===== src/rtl/imem_fill_pkg.sv =====
// Shared types and default widths for the I-cache line-fill responder.
package imem_fill_pkg;

    localparam int IMEM_LINE      = 256;
    localparam int IMEM_FILL_WORD = 64;

    typedef enum logic [1:0] {
        IDLE  = 2'd0,
        REQ   = 2'd1,
        DONE  = 2'd2,
        DRAIN = 2'd3
    } state_t;

endpackage


===== src/rtl/imem_fill.sv =====
// I-cache line-fill responder: fetches LINE_W/WORD_W words and returns the line with a b_dv pulse.
// Latency BEATS+1 cycles from b_rd with zero-wait memory; m_rd is held until m_dv, so memory stalls extend the fill.
module imem_fill
    import imem_fill_pkg::*;
#(
    parameter int LINE_W = IMEM_LINE,
    parameter int WORD_W = IMEM_FILL_WORD
) (
    input  logic              clk,
    input  logic              rst,
    input  logic [63:0]       b_addr,
    input  logic              b_rd,
    output logic [LINE_W-1:0] b_data,
    output logic              b_dv,
    output logic [63:0]       m_addr,
    output logic              m_rd,
    input  logic [WORD_W-1:0] m_data,
    input  logic              m_dv,
    output logic              busy
);

    localparam int BEATS     = LINE_W / WORD_W;
    localparam int OFFS_LEN  = $clog2(LINE_W / 8);
    localparam int WOFFS_LEN = $clog2(WORD_W / 8);
    localparam int BEAT_W    = (BEATS > 1) ? $clog2(BEATS) : 1;
    localparam int BASE_W    = 64 - OFFS_LEN;
    localparam logic [BEAT_W-1:0] LAST_BEAT = BEAT_W'(BEATS - 1);

    state_t            state;
    state_t            state_nx;
    logic [BASE_W-1:0] base;
    logic [BEAT_W-1:0] beat;
    logic              abort;
    logic              last;
    logic              take;
    logic              unused_low;

    assign unused_low = ^b_addr[OFFS_LEN-1:0];

    // m_addr comes only from registers, so it cannot move while a word read is pending.
    assign m_addr = {base, {OFFS_LEN{1'b0}}} | (64'(beat) << WOFFS_LEN);

    always_comb begin
        state_nx = state;
        take     = 1'b0;
        m_rd     = 1'b0;
        b_dv     = 1'b0;
        busy     = (state != IDLE);
        abort    = !b_rd || (b_addr[63:OFFS_LEN] != base);
        last     = (beat == LAST_BEAT);
        case (state)
            IDLE: begin
                if (b_rd) state_nx = REQ;
            end
            REQ: begin
                m_rd = 1'b1;
                // Abort wins over completion, so a stale line never pulses b_dv.
                if (abort) begin
                    state_nx = m_dv ? IDLE : DRAIN;
                end else if (m_dv) begin
                    take = 1'b1;
                    if (last) state_nx = DONE;
                end
            end
            DONE: begin
                b_dv     = 1'b1;
                state_nx = IDLE;
            end
            DRAIN: begin
                m_rd = 1'b1;
                if (m_dv) state_nx = IDLE;
            end
            default: state_nx = IDLE;
        endcase
    end

    always_ff @(posedge clk or posedge rst) begin
        if (rst) begin
            state  <= IDLE;
            base   <= '0;
            beat   <= '0;
            b_data <= '0;
        end else begin
            state <= state_nx;
            if (state == IDLE && b_rd) begin
                base <= b_addr[63:OFFS_LEN];
                beat <= '0;
            end
            if (take) begin
                b_data[beat*WORD_W +: WORD_W] <= m_data;
                if (!last) beat <= beat + BEAT_W'(1);
            end
        end
    end

endmodule


===== config.mk =====
export PLATFORM = sky130hd
export DESIGN_NAME = imem_fill
export DESIGN_NICKNAME = d
export VERILOG_FILES = /design/src/rtl/imem_fill_pkg.sv /design/src/rtl/imem_fill.sv
export SDC_FILE = /design/constraint.sdc
export NUM_CORES = 1
export LEC_CHECK = 0
export BUFFER_PORTS_ARGS = -buffer_cell sky130_fd_sc_hd__buf_2
export CORE_AREA = 3 3 177 179
export DETAILED_ROUTE_END_ITERATION = 8
export DIE_AREA = 0 0 180 182
export GPL_ROUTABILITY_DRIVEN = 0
export GPL_TIMING_DRIVEN = 0
export PLACE_DENSITY = 0.77
export SLEW_MARGIN = 5
export SYNTH_ARGS = -nofsm -noshare
export SYNTH_HDL_FRONTEND = slang
export SYNTH_SLANG_ARGS = --single-unit

===== constraint.sdc =====
create_clock -name clk -period 24.1 [get_ports clk]
set_input_delay 4.82 -clock clk [delete_from_list [all_inputs] [get_ports clk]]
set_output_delay 4.82 -clock clk [all_outputs]
set_load 0.005 [all_outputs]

==> results.sh <==
export IMPL_status="complete, no violations"
export IMPL_synth_top_area_share_pct=53.9
export IMPL_fillers=2324
export IMPL_worst_setup_path_type="in2reg"
export IMPL_dp_hpwl_mm=32.1
export IMPL_netlist_area_sq_mm=0.0148
export IMPL_synth_ff_type="dfrtp_1"
export IMPL_cp_start_kind="input pin"
export IMPL_cp_arrival_ns=7.05
export IMPL_dr_pass1_iters=5
export IMPL_path_max_fanout=10
export IMPL_skew_ns=0.0185
export IMPL_fp_dieH_microns=182
export IMPL_rr_worst_depth=7
export IMPL_vias=11200
export IMPL_ir_drop_uv=93.7
export IMPL_synth_largest_area_cell="dfrtp_1"
export IMPL_setup_viol=0
export IMPL_synth_avg_cell_area_sq_um=11.0
export IMPL_root_buffer="clkbuf_16"
export IMPL_clock_sinks=319
export IMPL_instances_no_fill=2249
export IMPL_cts_buffers=35
export IMPL_ys_warn_count=0
export IMPL_wl_mm=43.2
export IMPL_end_kind="register"
export IMPL_drt_iter0_drc=574
export IMPL_antenna_left=0
export IMPL_rsz0062_at_grt="no"
export IMPL_cpMaxStageDelayCell="nor4_4"
export IMPL_cts_tree="yes"
export IMPL_grt_start_max_net_pins=122
export IMPL_yosysSeqAreaShare_pct=53.9
export IMPL_post_cts_setup_buffer_count=0
export IMPL_grt_first_pass_wirelength_mm=67.3
export IMPL_via_per_inst=4.97
export IMPL_cp_required_ns=24.51
export IMPL_utilization_pct=63.0
export IMPL_min_period_over_period_pct=27.6
export IMPL_hold_path_depth=2
export IMPL_drv_slew=0
export IMPL_power_density_mw_per_mm2=73.5
export IMPL_grt_overflow_total=0
export IMPL_antenna_found_initial=4
export IMPL_grt_pass1_vias=11800
export IMPL_clkTransAtPathRegs_ns=0.06
export IMPL_clk_latency_ns=0.51
export IMPL_ctsLongestPathBuffers=3
export IMPL_period_needed_ns=6.65
export IMPL_placed_cells=2185
export IMPL_start_util_pct=49.8
export IMPL_slew_headroom_pct=37.6
export IMPL_rows=63
export IMPL_synth_area_leaders="dfrtp_1, mux2i_1, inv_1, nand2_1, mux2_2"
export IMPL_wire_per_inst_microns=19.2
export IMPL_htreeDepth=2
export IMPL_post_route_cells_drive_above_1_share_pct=32.3
export IMPL_synth_seq_cells=319
export IMPL_ys_types=42
export IMPL_power_mw=1.38
export IMPL_ios=455
export IMPL_max_stage_delay_ns=0.50
export IMPL_fmax_ghz=0.150
export IMPL_dieArea_sq_mm=0.0328
export IMPL_synthArstFlopShare_pct=100
export IMPL_synth_top_cells_by_count="dfrtp_1, inv_1, nand2_1, mux2i_1, mux2_2"
export IMPL_timing_critical_path_mode_cell="nand4_1"
export IMPL_min_path_type="reg2reg"
export IMPL_pre_cts_ws_ns=16.97
export IMPL_synth_edf_count=0
export IMPL_cts_hold_repair_buffers=0
export IMPL_nets=1969
export IMPL_tightest_slew_ns=0.936
export IMPL_drc_errors=0
export IMPL_drv_cap=0
export IMPL_p_leak_nw=11.3
export IMPL_grt_util_all_layers_pct=25.8
export IMPL_port_buffers=446
export IMPL_syn_to_final_growth_pct=26.4
export IMPL_hold_viol_final=0
export IMPL_fin_setup_tns_ns=0
export IMPL_cp_cell_sequence="buf_2 -> nor2b_1 -> a2111oi_0 -> nand4_1 -> nor4_4 -> nand4_1 -> buf_6 -> buf_12 -> mux2i_1"
export IMPL_synth_most_common_cell="dfrtp_1"
export IMPL_core_area_sq_mm=0.0297
export IMPL_synth_cells=1344
export IMPL_fin_ws_ns=17.45
export IMPL_die_width_microns=180
export IMPL_cts_resized=0
## power by group
group	total [mW]	switching [mW]	internal (mW)	leakage [nW]
Sequential	0.637	0.0499	0.588	2.98
Clock	0.514	0.214	0.300	0.537
Combinational	0.225	0.107	0.117	7.74
## cells in the final DEF (no fill, tap or decap), types with 2 or more instances in the layout
master	count
a2111oi_2	3
a21oi_1	2
a221oi_1	2
buf_12	24
buf_16	2
buf_2	446
buf_4	3
buf_6	5
clkbuf_1	44
clkbuf_16	35
clkbuf_8	10
clkinv_2	2
conb_1	3
dfrtp_1	319
diode_2	3
ha_1	5
inv_1	268
inv_6	3
mux2_2	57
mux2i_1	257
nand2_1	259
nand2b_1	2
nand4_1	10
nor2_1	2
nor2b_1	12
nor3b_1	3
nor4_1	7
nor4_4	2
o21ai_0	4
o22ai_1	2
xnor2_1	12
xor2_1	32
## worst paths after layout
| check | startpoint | endpoint | slack [ns] |
|---|---|---|---|
| hold / removal | b_data[208] | b_data[208] | 0.52 |
| setup reg to reg | beat[0] | b_data[31] | 21.21 |
| min in group asynchronous | rst | b_data[115] | 4.43 |
| setup / recovery | b_addr[44] | b_data[183] | 17.45 |
| hold reg to reg | b_data[208] | b_data[208] | 0.52 |
| max in group asynchronous | rst | b_data[33] | 18.61 |
## kinds of logic after synthesis
family	synth area share (%)
mux	21.7
compound gates	0.963
flops	53.9
buf+inv	11.4
fa+ha+maj	0.422
other cells	0.0253
xor+xnor	2.60
simple gates	8.94
## registers in the layout, summed over array words and instances, names as in the netlist
register / cells
b_data: 256
base: 59
beat: 2
state: 2
## per-layer routing
layer / GRT usage [%] / vias to the layer above / part of all wire (%)
li1: - / 5159 / -
met1: 30.5 / 5490 / 39
met2: 45.8 / 453 / 50
met3: 7.11 / 82 / 7.7
met4: 8.60 / 0 / 3.2
met5: 0 / - / 0
## area by class of cell
class | count | area (sq um) | share of cell area, %
diodes | 3 | 7.51 | 0.0401
multi-input cells | 691 | 5140 | 27.5
well taps | 390 | 488 | 2.61
plain buffers | 66 | 679 | 3.63
repair buffers | 449 | 2300 | 12.3
flip-flops and latches | 319 | 7980 | 42.6
clock buffers | 55 | 1050 | 5.62
inverters | 270 | 1020 | 5.45
clock inverters | 6 | 43.8 | 0.234
## worst max-delay path, delay by kind of cell
| kind | cells | cell delay (ns) |
|---|---|---|
| compound gates | 1 | 0.45 |
| buf+inv | 3 | 0.52 |
| mux | 1 | 0.19 |
| simple gates | 4 | 1.06 |
## stage by stage
| step | area (sq um) | hold WS, ns |
|---|---|---|
| CTS | 18700 | 0.518 |
| global placement | 17500 | 0.503 |
| finish | 18700 | 0.516 |
| detailed placement | 17600 | 0.509 |
| floorplan | 14800 | 0.518 |
| global route | 18700 | 0.531 |
Note: power is estimated with default switching activity, not from simulation.
